**src/rtl/pong_pkg.sv**
```systemverilog
// Shared types for the pong datapath: match phases and score width.
package pong_pkg;
  localparam int SCORE_W = 8;

  typedef enum logic [2:0] {
    IDLE       = 3'd0,
    CLEAR      = 3'd1,
    SERVE_WAIT = 3'd2,
    RALLY      = 3'd3,
    POINT      = 3'd4,
    GAME_OVER  = 3'd5
  } match_state_e;
endpackage

```
**src/rtl/pulse_rise_detect.sv**
```systemverilog
// Rising-edge detector: one history flop, rise is combinational on the live input.
module pulse_rise_detect (
  input  logic clk,
  input  logic rst_n,
  input  logic sig_in,
  output logic rise
);
  logic sig_q, sig_d;

  assign sig_d = sig_in;
  assign rise  = sig_in & ~sig_q;

  always_ff @(posedge clk or negedge rst_n) begin
    if (!rst_n) sig_q <= 1'b0;
    else        sig_q <= sig_d;
  end
endmodule

```
**src/rtl/pong_match_controller.sv**
```systemverilog
// Match sequencer: start/abort, score clear, serve delay, rally, point detection, winner.
module pong_match_controller
  import pong_pkg::*;
#(
  parameter int WIN_SCORE          = 5,
  parameter int SERVE_DELAY_FRAMES = 60
) (
  input  logic               clk_25MHz,
  input  logic               reset_n,
  input  logic               start_btn,
  input  logic               frame_tick,
  input  logic [SCORE_W-1:0] score_left,
  input  logic [SCORE_W-1:0] score_right,
  output logic               clear_scores,
  output logic               ball_reset,
  output logic               ball_run,
  output logic               serve_left,
  output logic               game_over,
  output logic               winner,
  output logic [2:0]         phase
);
  localparam int                 CNT_W    = $clog2(SERVE_DELAY_FRAMES + 1);
  localparam logic [CNT_W-1:0]   CNT_LAST = CNT_W'(SERVE_DELAY_FRAMES - 1);
  localparam logic [SCORE_W-1:0] WIN_VAL  = SCORE_W'(WIN_SCORE);

  match_state_e       state_q, state_d;
  logic [CNT_W-1:0]   cnt_q, cnt_d;
  logic [SCORE_W-1:0] lat_left_q, lat_left_d;
  logic [SCORE_W-1:0] lat_right_q, lat_right_d;
  logic               serve_left_q, serve_left_d;
  logic               winner_q, winner_d;
  logic               start_rise;
  logic               score_chg, new_win, lat_win;

  pulse_rise_detect u_start_edge (
    .clk    (clk_25MHz),
    .rst_n  (reset_n),
    .sig_in (start_btn),
    .rise   (start_rise)
  );

  assign score_chg = (score_left != lat_left_q) || (score_right != lat_right_q);
  assign new_win   = (score_left >= WIN_VAL) || (score_right >= WIN_VAL);
  assign lat_win   = (lat_left_q >= WIN_VAL) || (lat_right_q >= WIN_VAL);

  always_comb begin
    state_d      = state_q;
    cnt_d        = cnt_q;
    lat_left_d   = lat_left_q;
    lat_right_d  = lat_right_q;
    serve_left_d = serve_left_q;
    winner_d     = winner_q;
    clear_scores = 1'b0;
    ball_reset   = 1'b0;
    ball_run     = 1'b0;
    game_over    = 1'b0;

    case (state_q)
      IDLE: if (start_rise) state_d = CLEAR;
      CLEAR: begin
        clear_scores = 1'b1;
        ball_reset   = 1'b1;
        lat_left_d   = '0;
        lat_right_d  = '0;
        cnt_d        = '0;
        serve_left_d = 1'b0;
        winner_d     = 1'b0;
        state_d      = SERVE_WAIT;
      end
      SERVE_WAIT: begin
        if (frame_tick) begin
          if (cnt_q == CNT_LAST) begin
            cnt_d   = '0;
            state_d = RALLY;
          end else begin
            cnt_d = cnt_q + CNT_W'(1);
          end
        end
      end
      RALLY: begin
        ball_run = 1'b1;
        if (score_chg) begin
          lat_left_d  = score_left;
          lat_right_d = score_right;
          state_d     = POINT;
          // Right credited last, so a double point serves toward the left player.
          if (!new_win) serve_left_d = (score_right != lat_right_q);
        end
      end
      POINT: begin
        if (lat_win) begin
          winner_d = ~(lat_left_q >= WIN_VAL);
          state_d  = GAME_OVER;
        end else begin
          ball_reset = 1'b1;
          state_d    = SERVE_WAIT;
        end
      end
      GAME_OVER: begin
        game_over = 1'b1;
        if (start_rise) state_d = CLEAR;
      end
      default: state_d = IDLE;
    endcase

    // Abort wins over everything; drop POINT's ball_reset so it never abuts CLEAR's.
    if (start_rise && (state_q inside {SERVE_WAIT, RALLY, POINT})) begin
      state_d    = CLEAR;
      cnt_d      = '0;
      ball_reset = 1'b0;
    end
  end

  always_ff @(posedge clk_25MHz or negedge reset_n) begin
    if (!reset_n) begin
      state_q      <= IDLE;
      cnt_q        <= '0;
      lat_left_q   <= '0;
      lat_right_q  <= '0;
      serve_left_q <= 1'b0;
      winner_q     <= 1'b0;
    end else begin
      state_q      <= state_d;
      cnt_q        <= cnt_d;
      lat_left_q   <= lat_left_d;
      lat_right_q  <= lat_right_d;
      serve_left_q <= serve_left_d;
      winner_q     <= winner_d;
    end
  end

  assign serve_left = serve_left_q;
  assign winner     = winner_q;
  assign phase      = state_q;
endmodule

```
**config.mk**
```make
export PLATFORM = sky130hd
export DESIGN_NAME = pong_match_controller
export DESIGN_NICKNAME = d
export VERILOG_FILES = /design/src/rtl/pong_pkg.sv /design/src/rtl/pulse_rise_detect.sv /design/src/rtl/pong_match_controller.sv
export SDC_FILE = /design/constraint.sdc
export NUM_CORES = 1
export LEC_CHECK = 0
export ABC_AREA = 1
export CORE_MARGIN = 4
export CORE_UTILIZATION = 25
export DETAILED_ROUTE_END_ITERATION = 6
export PLACE_DENSITY = 0.49
export REMOVE_ABC_BUFFERS = 1
export SLEW_MARGIN = 20
export SYNTH_ARGS = -nofsm -noshare
export SYNTH_HDL_FRONTEND = slang
export SYNTH_SLANG_ARGS = --single-unit
```
**constraint.sdc**
```tcl
create_clock -name clk_25MHz -period 2.88 [get_ports clk_25MHz]
set_clock_uncertainty 0.2 [all_clocks]
set_input_delay 0.288 -clock clk_25MHz [delete_from_list [all_inputs] [get_ports clk_25MHz]]
set_output_delay 0.288 -clock clk_25MHz [all_outputs]
set_load 0.05 [all_outputs]
```
==> results of run 1 <==
-- stage by stage --
step / utilization, % / area (sq um) / hold slack [ns]
6_report: 31.9 / 2340 / 0.194
3_5_place_dp: 31.4 / 2300 / 0.288
3_3_place_gp: 31.4 / 2300 / 0.282
5_1_grt: 31.9 / 2340 / 0.231
4_1_cts: 31.9 / 2340 / 0.207
2_1_floorplan: - / 1870 / -0.208
-- area by class of cell --
class	instances	area, sq um	share of cell area (%)
multi-input cells	221	990	42.3
flip-flops and latches	28	701	29.9
well taps	99	124	5.29
repair buffers	31	300	12.8
inverters	49	184	7.86
clock buffers	3	41.3	1.76
-- power groups by stage --
stage / clock network (mW) / registers (mW) / logic [mW]
floorplan: 0 / 0.679 / 0.833
global placement: 0 / 0.645 / 1.24
detailed placement: 0 / 0.645 / 1.24
CTS: 0.235 / 0.637 / 1.25
global route: 0.247 / 0.659 / 1.41
finish: 0.221 / 0.637 / 1.23
-- layer usage --
layer / up-vias / wire [um] / track usage [%]
li1: 987 / - / -
met1: 817 / 2360 / 15.5
met2: 27 / 2180 / 18.9
met3: 5 / 163 / 1.58
met4: 0 / 72 / 3.91
met5: - / 0 / 0
-- cell families (layout without fill, tap and decap cells) --
logic type	count (synthesis)	after routing
AOI/OAI and AO/OA	15	15
DFF	28	28
buffers and inverters	54	83
xor gates and xnor gates	1	1
and+or+nand+nor	204	204
adders and majority gates	1	1
-- sequential cells by signal, summed over array words and instances (netlist names) --
signal and cells:
cnt_q 6, lat_right_q 8, serve_left 1, lat_left_q 8, phase 3, u_start_edge.sig_q 1, winner 1
-- worst max path at each step --
stage                                to  cells after the start
after floorplan              ball_reset                      2
after global placement    lat_left_q[6]                     12
after detailed placement  lat_left_q[3]                     12
after CTS                      ball_run                      6
after global routing           ball_run                      6
final                          ball_run                      6
-- critical path, delay by kind of cell (launching register included) --
kind	cells	cell delay (ns)
flops	1	0.43
buf+inv	4	1.12
simple gates	2	0.16
-- placed cells by master, fill, tap and decap left out --
| cell type | netlist | layout |
|---|---|---|
| xor2_1 | 1 | 1 |
| o22ai_1 | 1 | 1 |
| o21ai_1 | 1 | 1 |
| o21a_1 | 1 | 1 |
| inv_1 | 46 | 46 |
| clkdlybuf4s50_1 | 0 | 27 |
| buf_4 | 0 | 4 |
| nor3b_2 | 1 | 1 |
| o21ai_2 | 1 | 1 |
| nand4_1 | 5 | 5 |
| nor2_4 | 1 | 1 |
| nor2_1 | 42 | 42 |
| dfrtp_1 | 28 | 28 |
| nand2_1 | 113 | 113 |
| inv_2 | 3 | 3 |
| nor3_1 | 2 | 2 |
| clkbuf_8 | 0 | 3 |
| o21bai_1 | 1 | 1 |
| a21boi_0 | 1 | 1 |
| ha_1 | 1 | 1 |
| nand2_4 | 3 | 3 |
| or2_2 | 1 | 1 |
| o211ai_1 | 1 | 1 |
| a21oi_1 | 6 | 6 |
| nor2_2 | 1 | 1 |
| nand3_1 | 30 | 30 |
| o21ai_0 | 2 | 2 |
| nand2_2 | 4 | 4 |
| nand3_2 | 1 | 1 |
==> flow_results.xml, run 1 <==
<?xml version="1.0" encoding="UTF-8"?>
<metrics>
  <group name="critical_path">
    <metric name="cp-end-kind" unit="">output port</metric>
    <metric name="critical-path-slowest-cell" unit="">clkdlybuf4s50_1</metric>
    <metric name="path_common_cell" unit="">inv_2</metric>
    <metric name="cp.required" unit="ns">2.39</metric>
    <metric name="worst_r2r_startpoint" unit="">phase[2]</metric>
    <metric name="reg2regPathDepth" unit="">9</metric>
    <metric name="crit_path_start_kind" unit="">flip-flop</metric>
    <metric name="crit_start" unit="">phase[2]</metric>
    <metric name="rr_endpoint" unit="">serve_left</metric>
    <metric name="max_stage_delay" unit="ns">0.81</metric>
    <metric name="crit_fanout" unit="">5</metric>
    <metric name="cp.arrival" unit="ns">1.99</metric>
    <metric name="critical_path_class" unit="">reg -&gt; out</metric>
    <metric name="cp_cell_sequence" unit="">inv_2, nand2_1, inv_1, nand2_2, inv_2, clkdlybuf4s50_1</metric>
    <metric name="worst-r2r-setup-slack" unit="ns">1.05</metric>
  </group>
  <group name="synthesis">
    <metric name="synth_cell_types" unit="">29</metric>
    <metric name="yosys_warnings" unit="">0</metric>
    <metric name="synthSimpleGateAreaFrac" unit="%">46.0</metric>
    <metric name="ys_seq_area_share" unit="%">36.7</metric>
    <metric name="synth_area_leader_cell" unit="">dfrtp_1</metric>
    <metric name="yosys_register_bits" unit="">28</metric>
    <metric name="xor_xnor_portion_of_the_synthesized_cell_area" unit="%">0.459</metric>
    <metric name="synth.top_cells.by_area" unit="">dfrtp_1, nand2_1, inv_1, nor2_1, nand3_1</metric>
    <metric name="synth_top_area_share" unit="%">36.7</metric>
    <metric name="yosys-top-cells-count" unit="">nand2_1, inv_1, nor2_1</metric>
    <metric name="edff_count_synth" unit="">0</metric>
    <metric name="post_synth_inst_count" unit="">303</metric>
    <metric name="syn_avg_cell_area" unit="sq um">6.30</metric>
    <metric name="adder_cell_area_share_of_the_yosys_netlist" unit="%">0.655</metric>
    <metric name="synth_compound_gate_area_share" unit="%">4.72</metric>
    <metric name="synth.most_common_cell" unit="">nand2_1</metric>
    <metric name="synth_top_family_by_area" unit="">simple AND/OR/NAND/NOR gates</metric>
    <metric name="ys_dominant_reg_cell" unit="">dfrtp_1</metric>
    <metric name="ys_async_sr_fraction" unit="%">100</metric>
    <metric name="synth.area.mux_share" unit="%">0</metric>
    <metric name="synth.cell_area" unit="sq um">1910</metric>
  </group>
  <group name="sta">
    <metric name="rsz_0062_raised_after_global_routing" unit="">false</metric>
    <metric name="max_slew_vio_count" unit="">0</metric>
    <metric name="worst-slew-pin-transition" unit="ns">0.502</metric>
    <metric name="finalWorstPathRequiredPeriod" unit="ns">2.48</metric>
    <metric name="timing.slew.headroom" unit="%">66.5</metric>
    <metric name="report.final.setup_viol" unit="">0</metric>
    <metric name="timing.fmax" unit="MHz">403</metric>
    <metric name="totalNegativeSetupSlack" unit="ns">0</metric>
    <metric name="final_min_period_over_clock_period" unit="%">86.1</metric>
    <metric name="worst_slack" unit="ns">0.400</metric>
    <metric name="timing_hold_violations_final" unit="">0</metric>
  </group>
  <group name="clock_tree">
    <metric name="root_buffer" unit="">clkbuf_8</metric>
    <metric name="cts_post_setup_buffers_inserted" unit="">0</metric>
    <metric name="clock_latency" unit="ns">0.28</metric>
    <metric name="cts_tree" unit="">built</metric>
    <metric name="hold_buffers" unit="">0</metric>
    <metric name="post_cts.resized_instances" unit="">0</metric>
    <metric name="htreeDepth" unit="">1</metric>
    <metric name="cts.clk_slew.worst_paths" unit="ns">0.10</metric>
    <metric name="cts_sinks" unit="">28</metric>
    <metric name="longest_clk_path_bufs" unit="">2</metric>
    <metric name="numCtsBuffers" unit="">3</metric>
  </group>
  <group name="floorplan">
    <metric name="design.portCount" unit="">29</metric>
    <metric name="initial_utilization" unit="%">26.0</metric>
    <metric name="site_rows" unit="">31</metric>
    <metric name="dieArea" unit="sq um">9100</metric>
    <metric name="die_h" unit="um">95.4</metric>
    <metric name="die_width" unit="um">95.4</metric>
    <metric name="core-area" unit="sq um">7330</metric>
  </group>
  <group name="worst_hold_path">
    <metric name="worstHoldPathType" unit="">in -&gt; async</metric>
  </group>
  <group name="routing">
    <metric name="route.detailed.vias_per_inst" unit="">4.26</metric>
    <metric name="number_of_optimization_iterations_in_the_first_detailed_route_pass" unit="">4</metric>
    <metric name="drt_wl_total" unit="mm">4.77</metric>
    <metric name="drc" unit="">0</metric>
    <metric name="post_drt_wl_per_cell" unit="um">11.1</metric>
    <metric name="detailroute.via_count" unit="">1836</metric>
    <metric name="drt_first_iter_violations" unit="">97</metric>
    <metric name="detail_route_antenna_nets" unit="">0</metric>
  </group>
  <group name="pwr">
    <metric name="power_total" unit="mW">2.09</metric>
    <metric name="switching_share" unit="%">51.6</metric>
    <metric name="switchingPower" unit="mW">1.08</metric>
    <metric name="pwr_density_cell" unit="nW/um^2">892</metric>
    <metric name="power.sequential.fraction" unit="%">30.5</metric>
    <metric name="power.share.combinational" unit="%">58.9</metric>
    <metric name="vdd_ir_drop_max" unit="V">0.000226</metric>
    <metric name="cell_internal_power_dissipation" unit="mW">1.01</metric>
    <metric name="share_of_total_power_in_the_clock_network" unit="%">10.6</metric>
    <metric name="total_leakage_power" unit="nW">1.24</metric>
  </group>
  <group name="global_routing">
    <metric name="global_route.usage.total" unit="%">11.5</metric>
    <metric name="globalRouteOverflowTotal" unit="">0</metric>
    <metric name="number_of_global_route_vias_before_repair" unit="">1815</metric>
    <metric name="grt_pass1_wl" unit="mm">8.22</metric>
    <metric name="grt_start_max_net_pins" unit="">29</metric>
    <metric name="grt_antenna_before_repair" unit="">0</metric>
  </group>
  <group name="final_layout">
    <metric name="drive_above_1_share" unit="%">6.93</metric>
    <metric name="nNetsFinal" unit="">355</metric>
    <metric name="layout.filler_cells" unit="">795</metric>
    <metric name="post_layout_nonfiller_instances" unit="">431</metric>
    <metric name="antennaDiodeCount" unit="">0</metric>
    <metric name="flow.area_growth_from_synthesis" unit="%">22.5</metric>
  </group>
  <group name="placement">
    <metric name="dp_cells" unit="">428</metric>
    <metric name="dp_hpwl" unit="mm">3.55</metric>
    <metric name="buffer_ports.inserted" unit="">28</metric>
    <metric name="routabilityCongestion" unit="">0.754</metric>
    <metric name="dpl_ws" unit="ns">0.642</metric>
  </group>
  <group name="job">
    <metric name="max-cap-violations" unit="">0</metric>
  </group>
  <group name="outcome">
    <metric name="status" unit="">complete, no violations</metric>
  </group>
</metrics>
Note: power is estimated with default switching activity, not from simulation.
==> run 2, diff against run 1 <==
--- a/config.mk
+++ b/config.mk
@@ -8,6 +8,7 @@
 export ABC_AREA = 1
 export CORE_MARGIN = 4
 export CORE_UTILIZATION = 25
+export CTS_BUF_LIST = sky130_fd_sc_hd__clkbuf_4 sky130_fd_sc_hd__clkbuf_8 sky130_fd_sc_hd__clkbuf_16
 export DETAILED_ROUTE_END_ITERATION = 6
 export PLACE_DENSITY = 0.49
 export REMOVE_ABC_BUFFERS = 1
==> results of run 2 <==
Same layout as run 1: the final DEF is identical, and so are final timing and power.
